$ cat config.mk
export PLATFORM = sky130hd
export DESIGN_NAME = uart_rx_flat
export DESIGN_NICKNAME = d
export VERILOG_FILES = /design/src/rtl/uart_pkg.sv /design/src/rtl/uart_rx_if.sv /design/src/rtl/rx_sync.sv /design/src/rtl/uart_rx.sv /design/src/flat_wrapper.sv
export SDC_FILE = /design/constraint.sdc
export NUM_CORES = 1
export LEC_CHECK = 0
export CAP_MARGIN = 20
export CORE_MARGIN = 4
export CORE_UTILIZATION = 40
export DETAILED_ROUTE_END_ITERATION = 12
export PLACE_DENSITY_LB_ADDON = 0.05
export SLEW_MARGIN = 0
export SYNTH_ARGS = -nofsm -noshare
export SYNTH_HDL_FRONTEND = slang
export SYNTH_SLANG_ARGS = --single-unit
export TNS_END_PERCENT = 10
$ cat constraint.sdc
create_clock -name CLK -period 2.3 [get_ports CLK]
set_clock_uncertainty 0.2 [all_clocks]
set_input_delay 0.46 -clock CLK [delete_from_list [all_inputs] [get_ports CLK]]
set_output_delay 0.46 -clock CLK [all_outputs]
set_load 0.005 [all_outputs]
$ cat src/rtl/uart_pkg.sv
// Shared definitions for the UART receive/transmit paths: frame geometry,
// clocking constants and the receiver state encoding.
package uart_pkg;

    localparam int DATA_BITS  = 8;
    localparam int OVERSAMPLE = 16;
    localparam int CLK_HZ     = 50_000_000;
    localparam int BAUD       = 115_200;

    typedef enum logic [2:0] {
        ST_IDLE,
        ST_START,
        ST_DATA,
        ST_STOP,
        ST_BREAK
    } rx_state_e;

endpackage

$ cat src/rtl/uart_rx_if.sv
// Receiver-side bundle: line and tick inputs plus the byte/status outputs.
// The master drives the line and tick; the receiver is the slave.
interface uart_rx_if #(
    parameter int DATA_BITS = uart_pkg::DATA_BITS
) ();

    logic                 RX_TICK;
    logic                 RX;
    logic [DATA_BITS-1:0] DATA;
    logic                 DATA_VALID;
    logic                 FRAME_ERR;
    logic                 BUSY;

    modport master (
        output RX_TICK,
        output RX,
        input  DATA,
        input  DATA_VALID,
        input  FRAME_ERR,
        input  BUSY
    );

    modport slave (
        input  RX_TICK,
        input  RX,
        output DATA,
        output DATA_VALID,
        output FRAME_ERR,
        output BUSY
    );

endinterface

$ cat src/rtl/rx_sync.sv
// Two-flop synchroniser for asynchronous inputs; the reset value is an input
// so idle-high lines such as RX come out of reset in their idle level.
module rx_sync #(
    parameter int WIDTH = 1
) (
    input  logic             clk,
    input  logic             rst,
    input  logic [WIDTH-1:0] rst_val,
    input  logic [WIDTH-1:0] d,
    output logic [WIDTH-1:0] q
);

    logic [WIDTH-1:0] meta_d;
    logic [WIDTH-1:0] meta_q;
    logic [WIDTH-1:0] sync_d;
    logic [WIDTH-1:0] sync_q;

    always_comb begin
        meta_d = d;
        sync_d = meta_q;
    end

    always_ff @(posedge clk or posedge rst) begin
        if (rst) begin
            meta_q <= rst_val;
            sync_q <= rst_val;
        end else begin
            meta_q <= meta_d;
            sync_q <= sync_d;
        end
    end

    assign q = sync_q;

endmodule

$ cat src/rtl/uart_rx.sv
// 8N1 UART receiver driven by a 16x oversampling tick: recovers LSB-first
// frames, strobes each good byte and flags framing errors and start glitches.
//
//   state    | meaning
//   ---------+-----------------------------------------------------------
//   ST_IDLE  | line idle, waiting for a tick that sees RX low
//   ST_START | counting to mid start bit to reject glitches
//   ST_DATA  | sampling data bits mid-bit, shifting into the MSB
//   ST_STOP  | waiting for mid stop bit to accept or reject the frame
//   ST_BREAK | stop bit was low; wait for the line to go high again
module uart_rx #(
    parameter int DATA_BITS  = uart_pkg::DATA_BITS,
    parameter int OVERSAMPLE = uart_pkg::OVERSAMPLE
) (
    input  logic    CLK,
    input  logic    RST,
    uart_rx_if.slave bus
);

    import uart_pkg::*;

    localparam int CNT_W = $clog2(OVERSAMPLE);
    localparam int IDX_W = $clog2(DATA_BITS + 1);

    localparam logic [CNT_W-1:0] CNT_MID  = CNT_W'(OVERSAMPLE / 2 - 1);
    localparam logic [CNT_W-1:0] CNT_END  = CNT_W'(OVERSAMPLE - 1);
    localparam logic [CNT_W-1:0] CNT_ONE  = CNT_W'(1);
    localparam logic [IDX_W-1:0] IDX_LAST = IDX_W'(DATA_BITS - 1);
    localparam logic [IDX_W-1:0] IDX_ONE  = IDX_W'(1);

    logic rx_s;

    rx_sync #(
        .WIDTH (1)
    ) u_rx_sync (
        .clk     (CLK),
        .rst     (RST),
        .rst_val (1'b1),
        .d       (bus.RX),
        .q       (rx_s)
    );

    rx_state_e            state_d,      state_q;
    logic [CNT_W-1:0]     cnt_d,        cnt_q;
    logic [IDX_W-1:0]     idx_d,        idx_q;
    logic [DATA_BITS-1:0] shift_d,      shift_q;
    logic [DATA_BITS-1:0] data_d,       data_q;
    logic                 data_valid_d, data_valid_q;
    logic                 frame_err_d,  frame_err_q;
    logic                 busy_d,       busy_q;

    logic cnt_end;
    assign cnt_end = (cnt_q == CNT_END);

    always_comb begin
        state_d      = state_q;
        cnt_d        = cnt_q;
        idx_d        = idx_q;
        shift_d      = shift_q;
        data_d       = data_q;
        data_valid_d = 1'b0;
        frame_err_d  = 1'b0;

        // Nothing but the one-cycle pulses may change between ticks.
        if (bus.RX_TICK) begin
            case (state_q)
                ST_IDLE: begin
                    if (!rx_s) begin
                        state_d = ST_START;
                        cnt_d   = '0;
                    end
                end

                ST_START: begin
                    if (cnt_q == CNT_MID) begin
                        if (rx_s) begin
                            state_d = ST_IDLE;
                        end else begin
                            state_d = ST_DATA;
                            cnt_d   = '0;
                            idx_d   = '0;
                        end
                    end else begin
                        cnt_d = cnt_q + CNT_ONE;
                    end
                end

                ST_DATA: begin
                    cnt_d = cnt_end ? '0 : cnt_q + CNT_ONE;
                    if (cnt_end) begin
                        shift_d = {rx_s, shift_q[DATA_BITS-1:1]};
                        idx_d   = idx_q + IDX_ONE;
                        if (idx_q == IDX_LAST) begin
                            state_d = ST_STOP;
                            cnt_d   = '0;
                        end
                    end
                end

                ST_STOP: begin
                    cnt_d = cnt_end ? '0 : cnt_q + CNT_ONE;
                    if (cnt_end) begin
                        if (rx_s) begin
                            data_d       = shift_q;
                            data_valid_d = 1'b1;
                            state_d      = ST_IDLE;
                        end else begin
                            frame_err_d  = 1'b1;
                            state_d      = ST_BREAK;
                        end
                    end
                end

                ST_BREAK: begin
                    if (rx_s) begin
                        state_d = ST_IDLE;
                    end
                end

                default: begin
                    state_d = ST_IDLE;
                end
            endcase
        end

        busy_d = (state_d != ST_IDLE);
    end

    always_ff @(posedge CLK or posedge RST) begin
        if (RST) begin
            state_q      <= ST_IDLE;
            cnt_q        <= '0;
            idx_q        <= '0;
            shift_q      <= '0;
            data_q       <= '0;
            data_valid_q <= 1'b0;
            frame_err_q  <= 1'b0;
            busy_q       <= 1'b0;
        end else begin
            state_q      <= state_d;
            cnt_q        <= cnt_d;
            idx_q        <= idx_d;
            shift_q      <= shift_d;
            data_q       <= data_d;
            data_valid_q <= data_valid_d;
            frame_err_q  <= frame_err_d;
            busy_q       <= busy_d;
        end
    end

    assign bus.DATA       = data_q;
    assign bus.DATA_VALID = data_valid_q;
    assign bus.FRAME_ERR  = frame_err_q;
    assign bus.BUSY       = busy_q;

endmodule

$ cat src/flat_wrapper.sv
// flat-port wrapper written by rule: the top's interface ports become plain ports
module uart_rx_flat import uart_pkg::*;
#(
    parameter int DATA_BITS  = uart_pkg::DATA_BITS,
    parameter int OVERSAMPLE = uart_pkg::OVERSAMPLE
)
  (CLK, RST, bus_RX_TICK, bus_RX, bus_DATA, bus_DATA_VALID, bus_FRAME_ERR, bus_BUSY);
  uart_rx_if #(.DATA_BITS(DATA_BITS)) bus_i ();
  input  logic CLK;
  input  logic RST;
  input wire logic [$bits(bus_i.RX_TICK)-1:0] bus_RX_TICK;
  input wire logic [$bits(bus_i.RX)-1:0] bus_RX;
  output wire logic [$bits(bus_i.DATA)-1:0] bus_DATA;
  output wire logic [$bits(bus_i.DATA_VALID)-1:0] bus_DATA_VALID;
  output wire logic [$bits(bus_i.FRAME_ERR)-1:0] bus_FRAME_ERR;
  output wire logic [$bits(bus_i.BUSY)-1:0] bus_BUSY;
  assign bus_i.RX_TICK = bus_RX_TICK;
  assign bus_i.RX = bus_RX;
  assign bus_DATA = bus_i.DATA;
  assign bus_DATA_VALID = bus_i.DATA_VALID;
  assign bus_FRAME_ERR = bus_i.FRAME_ERR;
  assign bus_BUSY = bus_i.BUSY;
  uart_rx #(.DATA_BITS(DATA_BITS), .OVERSAMPLE(OVERSAMPLE)) u_core (.CLK(CLK), .RST(RST), .bus(bus_i));
endmodule
== Yosys cells after proc, flatten, opt, wreduce, memory -nomap -nowiden ==
Cells that the tools add are included.

* Input bits: 4
* Register bits: 32
* Output and inout port bits: 11
* Logic and storage cells: 58

* Equal/unequal tests: 10
* Add/subtract/negate cells: 2
* Reduce and logical (&&, ||, !) cells: 8
* Muxes and demuxes: 28

{| class="wikitable"
|+ Operators by type and width
! kind !! number
|-
| 4-bit 2-to-1 mux || 8
|-
| 3-bit 2-to-1 mux || 8
|-
| 4-bit one-hot mux with 4 select lines || 1
|-
| 3-bit one-hot mux with 5 select lines || 1
|-
| 4-bit by 1-bit adder with 4-bit output (second input constant) || 2
|-
| 4-bit by 3-bit equality test with 1-bit output (second input constant) || 2
|-
| 1-bit 2-to-1 mux || 8
|-
| 4-bit one-hot mux with 2 select lines || 1
|-
| 3-bit by 2-bit equality test with 1-bit output (second input constant) || 2
|-
| 5-bit AND reduction || 1
|-
| 4-bit equality test (second input constant) || 1
|-
| 2-bit by 1-bit != test with 1-bit output (second input constant) || 2
|-
| 4-bit AND reduction || 1
|-
| 4-bit nonzero test || 1
|-
| 3-bit by 1-bit equality test with 1-bit output (second input constant) || 1
|-
| 3-bit equality test (second input constant) || 1
|-
| 3-bit zero test || 1
|-
| 3-bit AND reduction || 1
|-
| 3-bit nonzero test || 1
|-
| 2-bit 2-to-1 mux || 1
|-
| 2-bit != test (second input constant) || 1
|-
| 2-bit AND reduction || 1
|-
| 2-bit nonzero test || 1
|}

== Logic depth before layout (Yosys ltp) ==
Gate-level depths: netlist of the first run.

* Depth after elaboration: 6
* Mapped depth: 6
* Mapped depth without buffers: 5

== Worst setup path after synthesis of the first run ==
OpenSTA, ideal clock, no wires.

* Path kind: reg2reg
* Start point: register u_core.cnt_q[0]
* End point: register u_core.busy_q (netlist: u_core.bus.BUSY)
* Arrival: 1.650 ns
* Slack: 0.318 ns
* Buffers on the path: 0
* Period minus slack after synthesis: 1.982 ns
* Cell stages (with the launch flop): 6
* Data required time: 1.969 ns
* Library setup time: 0.131 ns
* Cells stage by stage: dfrtp_1 > ha_1 > and3_4 > and3_4 > a221o_1 > or3_1

* Cells in the longest elaborated chain, start to end: 5
* Elaborated cells between the ends (all ways): 8
* Those cells by class: eq/ne: 2; mux: 5; reduce/logical: 1

{| class="wikitable"
|+ RTL lines
! element !! line !! text
|-
| from (decl) || uart_rx.sv:44 || <nowiki>logic [CNT_W-1:0] cnt_d, cnt_q;</nowiki>
|-
| from (signal assigned) || uart_rx.sv:141 || <nowiki>cnt_q <= cnt_d;</nowiki>
|-
| 4-bit equality test / 4-bit by 3-bit equality test with 1-bit output (equally long branches) || uart_rx.sv:53, uart_rx.sv:75 ||
|-
| 3-bit 2-to-1 mux, on equally long branches || uart_rx.sv:102, uart_rx.sv:75, uart_rx.sv:90 ||
|-
| 3-bit one-hot mux with 5 select lines (*) || uart_rx.sv:66 || <nowiki>case (state_q)</nowiki>
|-
| 3-bit 2-to-1 mux (*) || uart_rx.sv:65 || <nowiki>if (bus.RX_TICK) begin</nowiki>
|-
| via u_core.state_d[0] || uart_rx.sv:43 || <nowiki>rx_state_e state_d, state_q;</nowiki>
|-
| 3-bit nonzero test (*) || uart_rx.sv:126 || <nowiki>busy_d = (state_d != ST_IDLE);</nowiki>
|-
| via u_core.busy_d || uart_rx.sv:50 || <nowiki>logic busy_d, busy_q;</nowiki>
|-
| to (signal assigned) || uart_rx.sv:147 || <nowiki>busy_q <= busy_d;</nowiki>
|-
| to (decl) || uart_rx.sv:50 ||
|}

The timed path passes the listed nets; every way through them passes the cells marked *.
A chain may end at the register's enable or synchronous reset.

== Worst setup path in the final report of the first run ==
Ends and elaborated chain as after synthesis.

==> results.txt, run 1 <==
----------------------------------------------------
[Status]
  Status ... completed

[Synthesis]
  EDFF count, synth ... 0
  Mean cell area of the mapped netlist ... 12.2 um2
  Share of flip-flops with an asynchronous set or reset after synthesis ... 1.00
  Most frequent cell after synthesis ... sky130_fd_sc_hd__dfrtp_1
  Leading area contributor after synthesis ... sky130_fd_sc_hd__dfrtp_1
  Register area share after synthesis ... 0.552
  Synth warn ... 0
  Number of synthesized register bits ... 32
  Most used flip-flop cell after synthesis ... sky130_fd_sc_hd__dfrtp_1
  Area share of the largest cell type after synthesis ... 0.516
  Summed instance area of the synthesized netlist ... 1460 um2
  Cell count after synthesis ... 119
  Syn Nets ... 125
  Top post-synthesis cells by area ... sky130_fd_sc_hd__dfrtp_1 (52%), sky130_fd_sc_hd__mux2_2 (12%), sky130_fd_sc_hd__dfstp_2 (3.6%)
  Leading post-synthesis cells by instance count ... sky130_fd_sc_hd__dfrtp_1 (30), sky130_fd_sc_hd__mux2_2 (16), sky130_fd_sc_hd__nand2_1 (7)
  Count of cell types in the netlist ... 40

[Worst setup path]
  Kind of critical path ... reg -> reg
  Nature of the critical path startpoint ... register
  Element type at the critical path end ... register
  Required time of the critical path ... 2.32 ns
  Endpoint of the worst setup timing path ... u_core.bus.BUSY
  R2R Path End ... u_core.bus.BUSY
  Reg2reg path depth ... 5
  Worst setup path startpoint ... u_core.cnt_q[0]
  Signal arrival time at the worst endpoint ... 2.10 ns
  Reg2reg start ... u_core.cnt_q[0]
  Slack of the worst reg-to-reg path ... 0.22 ns
  Maximum fanout encountered on the critical timing path ... 7

[CTS]
  Number of buffers inserted during clock tree synthesis ... 5
  Total clock sinks ... 32
  CTS Hold Bufs ... 0
  Clock Root Buffer ... sky130_fd_sc_hd__clkbuf_4
  H-tree Lvls ... 2
  Quantity of gates resized following cts ... 0
  Clock tree from TritonCTS ... yes
  Clock-pin slew on the worst setup and hold paths ... 0.10 ns
  Longest Clk Path Bufs ... 2
  Worst-Skew Late Latency ... 0.33 ns
  Setup bufs post-CTS ... 0

[Pwr]
  Power density normalized to cell area ... 846 nW/um2
  Leakage power ... 0.818 nW
  Peak ir drop on the vdd network ... 0.487 mV

[Place]
  Detailed placement HPWL ... 1.97 mm
  Routability congestion estimate from global placement ... 0.737
  Port buffer count ... 14
  Pre-CTS setup slack ... 0.0342 ns

[STA]
  Transition time at the pin with the least slew margin ... 0.474 ns
  Setup_tns ... 0 ns
  Final setup margin ... 0.218 ns
  RSZ-0062 raised after global routing ... no
  Worst slew slack as a fraction of its limit ... 0.684
  Number of endpoints with negative hold slack in the final report ... 0
  Final cycle utilization of the critical path ... 0.905
  Shortest clock period the worst path allows after layout ... 2.08 ns
  Number of slew-limit violations in the final report ... 0
  Tightest hold margin ... 0.162 ns
  Fmax ... 480 MHz
  Final setup fails ... 0

[Die]
  I/O pin cnt ... 15
  Number of placement rows ... 21
  Width of the chip ... 68.3 um
  Area inside the core boundary ... 3420 um2
  Die Span Y ... 68.3 um
  Die area ... 4670 um2
  Initial Util ... 0.426

[Layout]
  Nets ... 146
  Diodes inserted ... 0
  Fraction of layout cells with a size suffix above 1 ... 0.284
  Signed area change from the synthesized netlist to the final layout ... 21.1%
  Core utilization of the finished layout ... 0.516
  Number of filler cells placed in the layout ... 313

[Detailed routing]
  Post-detailed-route wirelength per cell ... 14.3 um
  Residual DRC count ... 0
  Total vias in the final route ... 999
  Number of nets still failing antenna checks after routing ... 0
  Detailed-route vias per instance ... 5.34
  Final wirelength ... 2.68 mm
  Drt first-iter violations ... 42
  Number of optimization iterations in the first detailed-route pass ... 4

[Global routing]
  Via count of the first global-routing pass ... 1,099
  Remaining global-route overflow ... 0
  Overall track demand over capacity in global routing ... 0.141
  Pin count of the biggest net entering global routing ... 22
  Global-route wire length before repair ... 4.80 mm
  Initial antenna violation count ... 0

[Run]
  Max-cap violation count ... 0

[Worst hold path]
  Tightest Hold Check Type ... reg -> reg

----------------------------------------------------
==> kinds of logic after synthesis <==
group	count (synthesis)	synth area share
adders and majority gates	2	0.0172
buffers and inverters	9	0.0327
and+or+nand+nor	33	0.143
xor gates and xnor gates	1	0.00602
DFF	32	0.552
AOI/OAI and AO/OA	26	0.126
muxes	16	0.124
==> cells in the final DEF, fill, tap and decap left out, types with 2 or more instances in the layout <==
| master | netlist | routed |
|---|---|---|
| sky130_fd_sc_hd__ha_1 | 2 | 2 |
| sky130_fd_sc_hd__dfrtp_1 | 30 | 30 |
| sky130_fd_sc_hd__nor4_1 | 2 | 2 |
| sky130_fd_sc_hd__and3_4 | 2 | 2 |
| sky130_fd_sc_hd__nor2_1 | 5 | 5 |
| sky130_fd_sc_hd__clkbuf_4 | 0 | 5 |
| sky130_fd_sc_hd__dfstp_2 | 2 | 2 |
| sky130_fd_sc_hd__o21ai_0 | 5 | 5 |
| sky130_fd_sc_hd__o2bb2ai_1 | 2 | 2 |
| sky130_fd_sc_hd__mux2_2 | 16 | 16 |
| sky130_fd_sc_hd__a31oi_1 | 3 | 3 |
| sky130_fd_sc_hd__nand3_1 | 3 | 3 |
| sky130_fd_sc_hd__a21oi_1 | 6 | 6 |
| sky130_fd_sc_hd__clkdlybuf4s50_1 | 0 | 14 |
| sky130_fd_sc_hd__nand2_1 | 7 | 7 |
| sky130_fd_sc_hd__clkbuf_8 | 0 | 2 |
| sky130_fd_sc_hd__buf_4 | 1 | 3 |
| sky130_fd_sc_hd__inv_1 | 5 | 5 |
| sky130_fd_sc_hd__o31ai_1 | 3 | 3 |
==> layer usage <==
metal  vias to the layer above  GRT usage  routed length, um
met5                         -          0                  0
met4                         0     0.0670                 47
met2                        15      0.223               1300
li1                        478          -                  -
met3                         6     0.0591                119
met1                       500      0.166               1210
==> report_power, final <==
part	internal, mW	switching [mW]
Combinational	0.140	0.151
Clock	0.289	0.182
Sequential	0.625	0.105
Total	1.05	0.437
==> area by class of cell <==
type | count | area (um2) | share of cell area
Multi-Input combinational cell | 78 | 604 | 0.343
Tap cell | 46 | 57.6 | 0.0327
Clock inverter | 1 | 30.0 | 0.0170
Timing Repair Buffer | 18 | 183 | 0.104
Clock buffer | 7 | 65.1 | 0.0369
Inverter | 5 | 18.8 | 0.0107
Sequential cell | 32 | 803 | 0.456
==> worst min-delay path by stage <==
stage / endpoint / from / cells past startpoint
after floorplan: u_core.u_rx_sync.q / u_core.u_rx_sync.meta_q / 0
after global placement: u_core.u_rx_sync.q / u_core.u_rx_sync.meta_q / 0
after detailed placement: u_core.u_rx_sync.q / u_core.u_rx_sync.meta_q / 0
after CTS: u_core.u_rx_sync.q / u_core.u_rx_sync.meta_q / 0
after global routing: u_core.u_rx_sync.q / u_core.u_rx_sync.meta_q / 0
final: u_core.u_rx_sync.q / u_core.u_rx_sync.meta_q / 0
==> registers in the layout (all words and copies together) (netlist names), 3 cells and up <==
register / count
u_core.bus.DATA: 8
u_core.cnt_q: 4
u_core.idx_q: 4
u_core.shift_q: 8
u_core.state_q: 3
==> critical path: stages (launching register included) <==
cell and delay, ns:
sky130_fd_sc_hd__dfrtp_1 0.41, sky130_fd_sc_hd__ha_1 0.28, sky130_fd_sc_hd__and3_4 0.23, sky130_fd_sc_hd__and3_4 0.18
sky130_fd_sc_hd__a221o_1 0.32, sky130_fd_sc_hd__or3_1 0.34
==> per-stage QoR <==
| stage | total power [mW] | cell area (um2) | std cells |
|---|---|---|---|
| after floorplan | 0.944 | 1460 | 119 |
| after global placement | 1.02 | 1670 | 179 |
| after detailed placement | 1.03 | 1670 | 179 |
| after CTS | 1.50 | 1760 | 187 |
| after global routing | 1.59 | 1760 | 187 |
| final | 1.49 | 1760 | 187 |
Note: power is estimated with default switching activity, not from simulation.
==> run 2, diff against run 1 <==
CTS_CLUSTER_DIAMETER = 30   (was unset)
==> results of run 2 <==
Final layout, timing and power as in run 1 (identical DEF).
==> run 3, diff against run 2 <==
CAP_MARGIN = 10   (was 20)
CTS_CLUSTER_DIAMETER = 80   (was 30)
==> results of run 3 <==
Final layout, timing and power as in run 1 (identical DEF).
